===== src/rtl/pkt_fifo_frame_reader_pkg.sv =====
// Shared definitions for the packet-body FIFO frame reader.
// Latency: n/a (types, constants and a packing helper only).
// Backpressure: n/a.
package pkt_fifo_frame_reader_pkg;

    typedef enum logic [1:0] {
        ST_IDLE   = 2'd0,
        ST_STREAM = 2'd1,
        ST_FLUSH  = 2'd2,
        ST_GAP    = 2'd3
    } state_t;

    // FIFO word layout, identical to the writer's packing: data in [8:1], EOD in [0].
    localparam int WORD_W   = 9;
    localparam int DATA_MSB = 8;
    localparam int DATA_LSB = 1;
    localparam int EOD_BIT  = 0;

    typedef logic [WORD_W-1:0] word_t;

    function automatic word_t pack_word(input logic [7:0] dat, input logic eod);
        word_t w;
        w                    = '0;
        w[DATA_MSB:DATA_LSB] = dat;
        w[EOD_BIT]           = eod;
        return w;
    endfunction

endpackage


===== src/rtl/pkt_fifo_frame_reader_if.sv =====
// Byte stream toward the TX MAC: valid/ready/last plus truncation flag.
// Latency: n/a (wiring only).
// Backpressure: sink holds tx_ready low to stall; source keeps its byte stable.
interface pkt_fifo_frame_reader_if;
    logic [7:0] tx_data;
    logic       tx_valid;
    logic       tx_last;
    logic       tx_err;
    logic       tx_ready;

    modport master (output tx_data, output tx_valid, output tx_last, output tx_err, input tx_ready);
    modport slave  (input tx_data, input tx_valid, input tx_last, input tx_err, output tx_ready);
endinterface


===== src/rtl/pkt_reader_skid.sv =====
// Two-entry word buffer behind the FIFO read port, tracking the one read in flight.
// Latency: a word is presentable the cycle it arrives (bypass when the buffer is empty).
// Backpressure: count (buffered + in flight) lets the caller stop reading at 2.
module pkt_reader_skid
    import pkt_fifo_frame_reader_pkg::*;
(
    input  logic       clkw,
    input  logic       rst,
    input  logic       push,      // FIFO read accepted this cycle; word arrives next cycle
    input  logic [7:0] data,
    input  logic       eod,
    input  logic       pop,
    output logic [7:0] head_dat,
    output logic       head_eod,
    output logic       valid,
    output logic [1:0] count,
    output logic       cap_eod    // an EOD word is arriving this cycle
);
    word_t [1:0] ent_q, ent_d;
    logic  [1:0] num_q, num_d;
    logic        infl_q, infl_d;
    word_t       in_word, head_word;
    logic  [1:0] num_mid;

    // Head is the oldest stored word, or the arriving word when nothing is stored.
    always_comb begin
        in_word   = pack_word(data, eod);
        valid     = (num_q != 2'd0) | infl_q;
        head_word = (num_q != 2'd0) ? ent_q[0] : in_word;
        head_dat  = head_word[DATA_MSB:DATA_LSB];
        head_eod  = head_word[EOD_BIT];
        count     = num_q + {1'b0, infl_q};
        cap_eod   = infl_q & eod;
    end

    // Pop shifts the queue; an arriving word is stored unless it was consumed in bypass.
    always_comb begin
        ent_d   = ent_q;
        num_mid = num_q;
        infl_d  = push;
        if (pop && (num_q != 2'd0)) begin
            ent_d[0] = ent_q[1];
            num_mid  = num_q - 2'd1;
        end
        if (infl_q && !(pop && (num_q == 2'd0))) begin
            ent_d[num_mid[0]] = in_word;
            num_mid           = num_mid + 2'd1;
        end
        num_d = num_mid;
    end

    // Buffer state registers.
    always_ff @(posedge clkw or posedge rst) begin
        if (rst) begin
            ent_q  <= '0;
            num_q  <= 2'd0;
            infl_q <= 1'b0;
        end else begin
            ent_q  <= ent_d;
            num_q  <= num_d;
            infl_q <= infl_d;
        end
    end

endmodule


===== src/rtl/pkt_fifo_frame_reader.sv =====
// Drains committed frames from the packet-body FIFO onto a valid/ready/last byte stream.
// Latency: first byte 3 cycles after commit of an idle reader; then 1 byte/cycle.
// Backpressure: tx_ready low stalls the stream; prefetch stops with 2 words held.
module pkt_fifo_frame_reader
    import pkt_fifo_frame_reader_pkg::*;
#(
    parameter int IFG_CYCLES = 12,
    parameter int MAX_LEN    = 1518,
    parameter int PEND_W     = 5,
    parameter int LEN_W      = 11
)(
    input  logic                  clkw,
    input  logic                  rst,
    input  logic                  frame_commit,
    input  logic [7:0]            fifo_do,
    input  logic                  fifo_eod,
    input  logic                  fifo_empty,
    output logic                  fifo_re,
    pkt_fifo_frame_reader_if.master tx,
    output logic [PEND_W-1:0]     pend_cnt,
    output logic                  pend_ovf,
    output logic [15:0]           frame_cnt,
    output logic [7:0]            err_cnt
);
    localparam int               GAP_W    = $clog2(IFG_CYCLES + 1);
    localparam logic [LEN_W-1:0] LEN_LAST = LEN_W'(MAX_LEN - 1);
    // GAP spans IFG_CYCLES-1 cycles; the mandatory IDLE cycle completes the gap.
    localparam logic [GAP_W-1:0] GAP_END  = GAP_W'(IFG_CYCLES - 2);

    state_t              state_q, state_d;
    logic [LEN_W-1:0]    len_q, len_d;
    logic [GAP_W-1:0]    gap_q, gap_d;
    logic [PEND_W-1:0]   pend_q, pend_d;
    logic                ovf_q, ovf_d;
    logic [15:0]         frm_q, frm_d;
    logic [7:0]          err_q, err_d;

    logic [7:0]          sk_dat;
    logic                sk_eod, sk_vld, sk_cap_eod;
    logic [1:0]          sk_count;
    logic                tx_vld, at_max, hs, pop;

    // Prefetch runs in every state as long as a committed frame remains.
    assign fifo_re = (pend_q != '0) & ~fifo_empty & (sk_count < 2'd2);

    pkt_reader_skid u_skid (
        .clkw     (clkw),
        .rst      (rst),
        .push     (fifo_re),
        .data     (fifo_do),
        .eod      (fifo_eod),
        .pop      (pop),
        .head_dat (sk_dat),
        .head_eod (sk_eod),
        .valid    (sk_vld),
        .count    (sk_count),
        .cap_eod  (sk_cap_eod)
    );

    // Stream outputs come straight from the buffer head, so they hold while stalled.
    always_comb begin
        tx_vld      = (state_q == ST_STREAM) & sk_vld;
        at_max      = (len_q == LEN_LAST);
        tx.tx_valid = tx_vld;
        tx.tx_data  = tx_vld ? sk_dat : 8'd0;
        tx.tx_last  = tx_vld & (sk_eod | at_max);
        tx.tx_err   = tx_vld & ~sk_eod & at_max;
        hs          = tx_vld & tx.tx_ready;
        pop         = hs | ((state_q == ST_FLUSH) & sk_vld);
    end

    // Frame sequencing: stream, truncate/flush, inter-frame gap.
    always_comb begin
        state_d = state_q;
        len_d   = len_q;
        gap_d   = gap_q;
        frm_d   = frm_q;
        err_d   = err_q;
        case (state_q)
            ST_IDLE: begin
                if (sk_vld) state_d = ST_STREAM;
            end
            ST_STREAM: begin
                if (hs) begin
                    if (sk_eod || at_max) begin
                        frm_d = frm_q + 16'd1;
                        len_d = '0;
                        gap_d = '0;
                        if (!sk_eod) begin
                            state_d = ST_FLUSH;
                            if (err_q != 8'hFF) err_d = err_q + 8'd1;
                        end else begin
                            state_d = ST_GAP;
                        end
                    end else begin
                        len_d = len_q + LEN_W'(1);
                    end
                end
            end
            ST_FLUSH: begin
                if (sk_vld && sk_eod) begin
                    state_d = ST_GAP;
                    gap_d   = '0;
                end
            end
            ST_GAP: begin
                if (gap_q == GAP_END) state_d = ST_IDLE;
                else                  gap_d   = gap_q + GAP_W'(1);
            end
            default: state_d = ST_IDLE;
        endcase
    end

    // Committed-frame count: commit adds, arrival of an EOD word removes.
    always_comb begin
        pend_d = pend_q;
        ovf_d  = ovf_q;
        if (frame_commit && !sk_cap_eod) begin
            if (&pend_q) ovf_d  = 1'b1;
            else         pend_d = pend_q + PEND_W'(1);
        end else if (!frame_commit && sk_cap_eod) begin
            pend_d = pend_q - PEND_W'(1);
        end
    end

    // All reader state registers.
    always_ff @(posedge clkw or posedge rst) begin
        if (rst) begin
            state_q <= ST_IDLE;
            len_q   <= '0;
            gap_q   <= '0;
            pend_q  <= '0;
            ovf_q   <= 1'b0;
            frm_q   <= '0;
            err_q   <= '0;
        end else begin
            state_q <= state_d;
            len_q   <= len_d;
            gap_q   <= gap_d;
            pend_q  <= pend_d;
            ovf_q   <= ovf_d;
            frm_q   <= frm_d;
            err_q   <= err_d;
        end
    end

    assign pend_cnt  = pend_q;
    assign pend_ovf  = ovf_q;
    assign frame_cnt = frm_q;
    assign err_cnt   = err_q;

endmodule


===== src/flat_wrapper.sv =====
// flat-port wrapper written by rule: the top's interface ports become plain ports
module pkt_fifo_frame_reader_flat import pkt_fifo_frame_reader_pkg::*;
#(
    parameter int IFG_CYCLES = 12,
    parameter int MAX_LEN    = 1518,
    parameter int PEND_W     = 5,
    parameter int LEN_W      = 11
)
  (clkw, rst, frame_commit, fifo_do, fifo_eod, fifo_empty, fifo_re, pend_cnt, pend_ovf, frame_cnt, err_cnt, tx_tx_data, tx_tx_valid, tx_tx_last, tx_tx_err, tx_tx_ready);
  pkt_fifo_frame_reader_if tx_i ();
  input  logic clkw;
  input  logic rst;
  input  logic frame_commit;
  input  logic [7:0] fifo_do;
  input  logic fifo_eod;
  input  logic fifo_empty;
  output logic fifo_re;
  output logic [PEND_W-1:0] pend_cnt;
  output logic pend_ovf;
  output logic [15:0] frame_cnt;
  output logic [7:0] err_cnt;
  output wire logic [$bits(tx_i.tx_data)-1:0] tx_tx_data;
  output wire logic [$bits(tx_i.tx_valid)-1:0] tx_tx_valid;
  output wire logic [$bits(tx_i.tx_last)-1:0] tx_tx_last;
  output wire logic [$bits(tx_i.tx_err)-1:0] tx_tx_err;
  input wire logic [$bits(tx_i.tx_ready)-1:0] tx_tx_ready;
  assign tx_tx_data = tx_i.tx_data;
  assign tx_tx_valid = tx_i.tx_valid;
  assign tx_tx_last = tx_i.tx_last;
  assign tx_tx_err = tx_i.tx_err;
  assign tx_i.tx_ready = tx_tx_ready;
  pkt_fifo_frame_reader #(.IFG_CYCLES(IFG_CYCLES), .MAX_LEN(MAX_LEN), .PEND_W(PEND_W), .LEN_W(LEN_W)) u_core (.clkw(clkw), .rst(rst), .frame_commit(frame_commit), .fifo_do(fifo_do), .fifo_eod(fifo_eod), .fifo_empty(fifo_empty), .fifo_re(fifo_re), .tx(tx_i), .pend_cnt(pend_cnt), .pend_ovf(pend_ovf), .frame_cnt(frame_cnt), .err_cnt(err_cnt));
endmodule

===== config.mk =====
export PLATFORM = sky130hd
export DESIGN_NAME = pkt_fifo_frame_reader_flat
export DESIGN_NICKNAME = d
export VERILOG_FILES = /design/src/rtl/pkt_fifo_frame_reader_pkg.sv /design/src/rtl/pkt_fifo_frame_reader_if.sv /design/src/rtl/pkt_reader_skid.sv /design/src/rtl/pkt_fifo_frame_reader.sv /design/src/flat_wrapper.sv
export SDC_FILE = /design/constraint.sdc
export NUM_CORES = 1
export LEC_CHECK = 0
export BUFFER_PORTS_ARGS = -buffer_cell sky130_fd_sc_hd__buf_2
export CAP_MARGIN = 5
export CORE_MARGIN = 2
export CORE_UTILIZATION = 59
export DETAILED_ROUTE_END_ITERATION = 7
export PLACE_DENSITY_LB_ADDON = 0.1
export REMOVE_ABC_BUFFERS = 1
export SYNTH_ARGS = -nofsm -noshare
export SYNTH_HDL_FRONTEND = slang
export SYNTH_HIERARCHICAL = 1
export SYNTH_SLANG_ARGS = --single-unit

===== constraint.sdc =====
create_clock -name clkw -period 4.8 [get_ports clkw]
set_clock_uncertainty 0.05 [all_clocks]
set_input_delay 0.24 -clock clkw [delete_from_list [all_inputs] [get_ports clkw]]
set_output_delay 0.24 -clock clkw [all_outputs]
set_load 0.01 [all_outputs]

### Word level (Yosys, flattened, before mapping)

Index checks and enable logic that the tools add are counted.

* word-level logic and storage cells: 100
* register bits: 68
* output and inout bits: 42

* reduce and logical (&&, ||, !) cells: 25
* order comparisons: 3
* add/sub/neg operators: 9
* equal/unequal tests: 13
* muxes and demuxes: 25
* bitwise operators: 14

Operators by type and width (number)
* $mux W9: 4
* $reduce_and A5 Y1: 4
* $bwmux W18: 1
* $add A16 B1 Y16 const B: 1
* $mux W4: 4
* $mux W5: 3
* $mux W2: 7
* $pmux W4 S3: 1
* $add A11 B1 Y11 const B: 1
* $eq A11 B11 Y1 const B: 1
* $mux W11: 1
* $and A1 B1 Y1: 9
* $demux W9 S1: 1
* $add A8 B1 Y8 const B: 1
* $mux W8: 1
* $ne A2 B2 Y1 const B: 4
* $ne A8 B8 Y1 const B: 1
* $pmux W2 S4: 1
* $logic_and A1 B1 Y1: 7
* $ne A2 B1 Y1 const B: 3
* $reduce_and A6 Y1: 1
* $add A5 B1 Y5 const B: 1
* $reduce_bool A5 Y1: 1
* $sub A5 B1 Y5 const B: 1
* 20 further kinds: 29

### Longest topological paths before layout

* word-level depth: 13
* depth in mapped cells: 13

### Modules after synthesis

Netlist, hierarchy kept.

Modules (own cells, without submodules)
* pkt_fifo_frame_reader: area each 2663.8 µm², cells an instance 264, instances 1, seq. area each 1176.1 µm²
* pkt_reader_skid: area each 1133.6 µm², cells an instance 83, instances 1, seq. area each 525.5 µm²

### Worst setup path before layout

OpenSTA, ideal clock, no wires.

* kind: register to register
* start: register u_core.u_skid.num_q[0]
* end: register u_core/u_skid/ent_q[10] (netlist bit)
* library setup time: 0.125 ns
* arrival: 2.801 ns
* setup slack: 1.824 ns
* buffers on the path: 3
* data required time: 4.625 ns
* stages on the path, launching flop included: 14
* cell sequence: dfrtp_1 inv_1 ha_1 buf_2 nand2b_1 and2_1 nand2_1 nand2_1 nor2b_1 buf_6 xnor2_1 ha_1 clkbuf_1 mux2_2

* longest elaborated chain between the ends: 12
* elaborated cells between the ends (all ways): 19

Ends and longest elaborated chain
* from (decl): line pkt_reader_skid.sv:20 `logic [1:0] num_q, num_d;`
* from (signal assigned): line pkt_reader_skid.sv:60 `num_q <= num_d;`
* $reduce_bool A2 Y1 (*): line pkt_reader_skid.sv:28 `valid = (num_q != 2'd0) | infl_q;`
* $or A1 B1 Y1 (*): line pkt_reader_skid.sv:28
* via u_core.sk_vld: line pkt_fifo_frame_reader.sv:39 `logic sk_eod, sk_vld, sk_cap_eod;`
* $and A1 B1 Y1 (*): line pkt_fifo_frame_reader.sv:62 `tx_vld = (state_q == ST_STREAM) & sk_vld;`
* via tx_tx_valid: line flat_wrapper.sv:23 `output wire logic [$bits(tx_i.tx_valid)-1:0] tx_tx_valid;`
* $and A1 B1 Y1 (*): line pkt_fifo_frame_reader.sv:68 `hs = tx_vld & tx.tx_ready;`
* $or A1 B1 Y1 (*): line pkt_fifo_frame_reader.sv:69 `pop = hs | ((state_q == ST_FLUSH) & sk_vld);`
* via u_core.pop: line pkt_fifo_frame_reader.sv:41 `logic tx_vld, at_max, hs, pop;`
* $logic_and A1 B1 Y1: line pkt_reader_skid.sv:41 `if (pop && (num_q != 2'd0)) begin`
* $mux W2: line pkt_reader_skid.sv:41
* $lt A1 B2 Y1 (implied by the code) / $ge A1 B1 Y1 (equally long branches): line pkt_reader_skid.sv:46 `ent_d[num_mid[0]] = in_word;`
* $logic_and A1 B1 Y1 (implied by the code): line pkt_reader_skid.sv:46
* $mux W9 (implied by the code): line pkt_reader_skid.sv:46
* $demux W9 S1: line pkt_reader_skid.sv:46
* $bwmux W18: line pkt_reader_skid.sv:46
* to (signal assigned): line pkt_reader_skid.sv:59 `ent_q <= ent_d;`
* to (decl): line pkt_reader_skid.sv:19 `word_t [1:0] ent_q, ent_d;`

Mark *: on every way through the listed nets, which the timed path passes. The rest lies on a longest branch.
A chain may end at the register's enable or synchronous reset.

### Final worst setup path

* start: register u_core.u_skid.num_q[0]
* end: register u_core/u_skid/ent_q[12] (netlist bit)

* longest elaborated chain between the ends: 12
* elaborated cells between the ends (all ways): 19

Ends and longest elaborated chain (line)
* $reduce_bool A2 Y1 (*): pkt_reader_skid.sv:28
* $or A1 B1 Y1 (*): pkt_reader_skid.sv:28
* via u_core.sk_vld: pkt_fifo_frame_reader.sv:39
* $and A1 B1 Y1: pkt_fifo_frame_reader.sv:62
* $and A1 B1 Y1: pkt_fifo_frame_reader.sv:68
* $or A1 B1 Y1 (*): pkt_fifo_frame_reader.sv:69
* via u_core.pop: pkt_fifo_frame_reader.sv:41
* $logic_and A1 B1 Y1: pkt_reader_skid.sv:41
* $mux W2: pkt_reader_skid.sv:41
* $lt A1 B2 Y1 (implied by the code) / $ge A1 B1 Y1 (equally long branches): pkt_reader_skid.sv:46
* $logic_and A1 B1 Y1 (implied by the code): pkt_reader_skid.sv:46
* $mux W9 (implied by the code): pkt_reader_skid.sv:46
* $demux W9 S1: pkt_reader_skid.sv:46
* $bwmux W18: pkt_reader_skid.sv:46

Marks and branches as above.

==> reports/results.tsv <==
metric	value	unit
worst_slew_pin_slew	0.986	ns
path_buf_inv	1	
num_rows	29	
clk_latency	0.34	ns
wl	7.06	mm
wl_per_cell	14.6	um
finalCritPeriodShare	0.777	
path_clk_slew	0.07	ns
coreArea	6280	um^2
maxCapViolations	0	
holdBufCountCts	0	
design.die.area	7090	um^2
cts_tree	yes	
gr-usage-all-layers	0.221	
end_kind	register	
grt_antenna_before_repair	0	
hold_violations	0	
fmax	268	MHz
status	finished clean	
place.gp.congestion	0.787	
setup_ws	1.07	ns
cpMaxStageDelayCell	nor2b_1	
critPathTopFamily	simple AND/OR/NAND/NOR gates	
r2r_cells	10	
r2r_end	u_core/u_skid/ent_q[12]$_DFFE_PP0P_	
r2r_start	u_core/u_skid/num_q[0]$_DFF_PP0_	
synth-seq-cells	68	
grt_pass1_wl	12.8	mm
crit_fanout	15	
post_cts_buffers	0	
cp_slowest_stage_delay	0.64	ns
cts.sink_count	68	
vias	2675	
crit_chain	inv_1, ha_1, nand2b_1, and2_1, nand2_1, nand2_1, nor2b_1, xnor2_1, ha_1, mux2_2	
num-fill-cells	531	
drt_iter0_markers	112	
ys_types	53	
r2r_setup_slack	1.07	ns
fin_nets	437	
cts_max_path_buffers	2	
power.density	576	nW/um^2
grt_max_degree	48	
ys_seq_area_frac	0.448	
drc	0	
drive_above_1_share	0.314	
cts_root_buf	clkbuf_8	
antenna_left	0	
finalHoldWorstSlack	0.0145	ns
htreeDepth	3	
vdd_drop_max	322	uV
leakagePower	2.16	nW
dieHeight	84.2	um
initial_utilization	0.605	
pre_cts_ws	1.06	ns
port_buffers	55	
cts_buffers	9	
period_minus_slack	3.73	ns
fin_util	0.681	
dp_hpwl	5.04	mm
crit_arrival	3.90	ns
via_per_inst	5.52	
maxSlewHeadroom	0.342	
setup_viol	0	
grt_pass1_vias	2702	
cts_resized	0	
slew_viol_final	0	
syn_inst	347	
ys.flop_type	dfrtp_1	
drtPass1Iterations	4	
critPathKind	reg2reg	
hold_path_class	in2async	
critPathRequiredTime	4.97	ns
overflow	0	
synth-edff-count	0	
ys_async_sr_fraction	1.00	
yosys_warnings	6	
tns	0	ns
area_growth	12.7	%
die_x	84.2	um
synth_area	3800	um^2
diodes	0	
cp-start-kind	register	
num_io_pins	56	
avgSynthCellArea	10.9	um^2
rsz0062_at_grt	false	
[registers in the layout (all words and copies together), names as in the netlist]
signal and cells:
u_core/u_skid/ent_q 18, u_core/frame_cnt 16, u_core/len_q 11, u_core/err_cnt 8
u_core/pend_cnt 5, u_core/gap_q 4, u_core/state_q 2, u_core/u_skid/num_q 2
u_core/pend_ovf 1, u_core/u_skid/infl_q 1
[cells in the mapped netlist, drive strengths merged (2+ instances only)]
library cell | instances | area, um^2
nand3 | 8 | 40.0
ha | 18 | 225
inv | 18 | 67.6
and4 | 4 | 37.5
nor2b | 2 | 12.5
or3 | 4 | 25.0
a21o | 3 | 22.5
o22ai | 2 | 12.5
xnor2 | 17 | 149
nand4 | 11 | 68.8
nand2 | 32 | 120
o2111ai | 2 | 17.5
nor2 | 16 | 60.1
a31oi | 2 | 27.5
a22o | 2 | 17.5
o21ai | 7 | 35.0
dfrtp | 68 | 1700
nor4 | 3 | 48.8
and3 | 14 | 91.3
buf | 7 | 56.3
mux2i | 2 | 20.0
o211ai | 3 | 36.3
nand2b | 6 | 45.0
nor3 | 8 | 40.0
a211oi | 2 | 15.0
xor2 | 14 | 123
a211o | 2 | 18.8
clkbuf | 3 | 11.3
mux2 | 40 | 450
a21oi | 12 | 63.8
and2 | 5 | 35.0
[area by class of cell]
cell class | count | area, um^2 | area share
clock inverters | 2 | 10.0 | 0.00234
well taps | 77 | 96.3 | 0.0225
repair buffers | 56 | 283 | 0.0661
inverters | 18 | 67.6 | 0.0158
clock buffers | 13 | 159 | 0.0371
flip-flops and latches | 68 | 1700 | 0.398
multi-input cells | 251 | 1960 | 0.458
[layout by cell type, fill, tap and decap left out, drive strengths merged, types with 2 or more instances in the layout]
master / n
xor2: 14
dfrtp: 68
mux2: 40
clkinv: 2
nor3: 8
nand2b: 6
nor4: 3
clkbuf: 13
and3: 14
a21oi: 12
a22o: 2
xnor2: 17
o21ai: 7
a211oi: 2
nand2: 32
nand4: 11
buf: 56
and2: 5
nor2b: 2
a31oi: 2
nor2: 16
ha: 18
o2111ai: 2
nand3: 8
mux2i: 2
inv: 18
a21o: 3
a211o: 2
or3: 4
and4: 4
o211ai: 3
o22ai: 2
[worst register-to-register path, delay by kind of cell, from the launching register on]
family        cells  cell delay [ns]
simple gates      5             1.59
xor+xnor          1             0.20
mux               1             0.39
flops             1             0.40
buf+inv           1             0.13
fa+ha+maj         2             0.86
[worst max-delay path by stage]
stage / from / to / slack (ns) / cells after the start
after global placement: u_core/u_skid/num_q[0]$_DFF_PP0_ / u_core/u_skid/ent_q[15]$_DFFE_PP0P_ / 1.25 / 10
after detailed placement: u_core/u_skid/num_q[0]$_DFF_PP0_ / u_core/u_skid/ent_q[13]$_DFFE_PP0P_ / 1.06 / 10
after floorplan: u_core/u_skid/num_q[0]$_DFF_PP0_ / u_core/u_skid/ent_q[10]$_DFFE_PP0P_ / 1.62 / 10
final: u_core/u_skid/num_q[0]$_DFF_PP0_ / u_core/u_skid/ent_q[12]$_DFFE_PP0P_ / 1.07 / 10
after global routing: u_core/u_skid/num_q[0]$_DFF_PP0_ / u_core/u_skid/ent_q[15]$_DFFE_PP0P_ / 0.69 / 10
after CTS: u_core/u_skid/num_q[0]$_DFF_PP0_ / u_core/u_skid/ent_q[15]$_DFFE_PP0P_ / 1.05 / 10
[routing by layer]
metal,up-vias,GRT usage,part of all wire
met2,37,0.332,0.46
met3,9,0.0403,0.026
met1,1306,0.315,0.49
met4,0,0.101,0.018
li1,1323,-,-
met5,-,0,0
[through the flow]
step | instances | power [mW] | area (um^2)
CTS | 485 | 2.50 | 4280
floorplan | 337 | 1.78 | 3730
global placement | 470 | 2.03 | 4110
global route | 485 | 2.68 | 4280
detailed placement | 470 | 2.07 | 4110
finish | 485 | 2.46 | 4280
[power by group]
part	switching, mW	internal [mW]
registers	0.147	0.750
logic	0.568	0.588
clock network	0.200	0.212
[kinds of logic after synthesis]
family / Yosys count / synth area share
and+or+nand+nor: 119 / 0.179
DFF: 68 / 0.448
muxes: 42 / 0.124
AOI/OAI and AO/OA: 40 / 0.0771
xor gates and xnor gates: 31 / 0.0715
buffers and inverters: 28 / 0.0356
adders and majority gates: 19 / 0.0646
No activity file was read; power rests on OpenSTA's default activity.
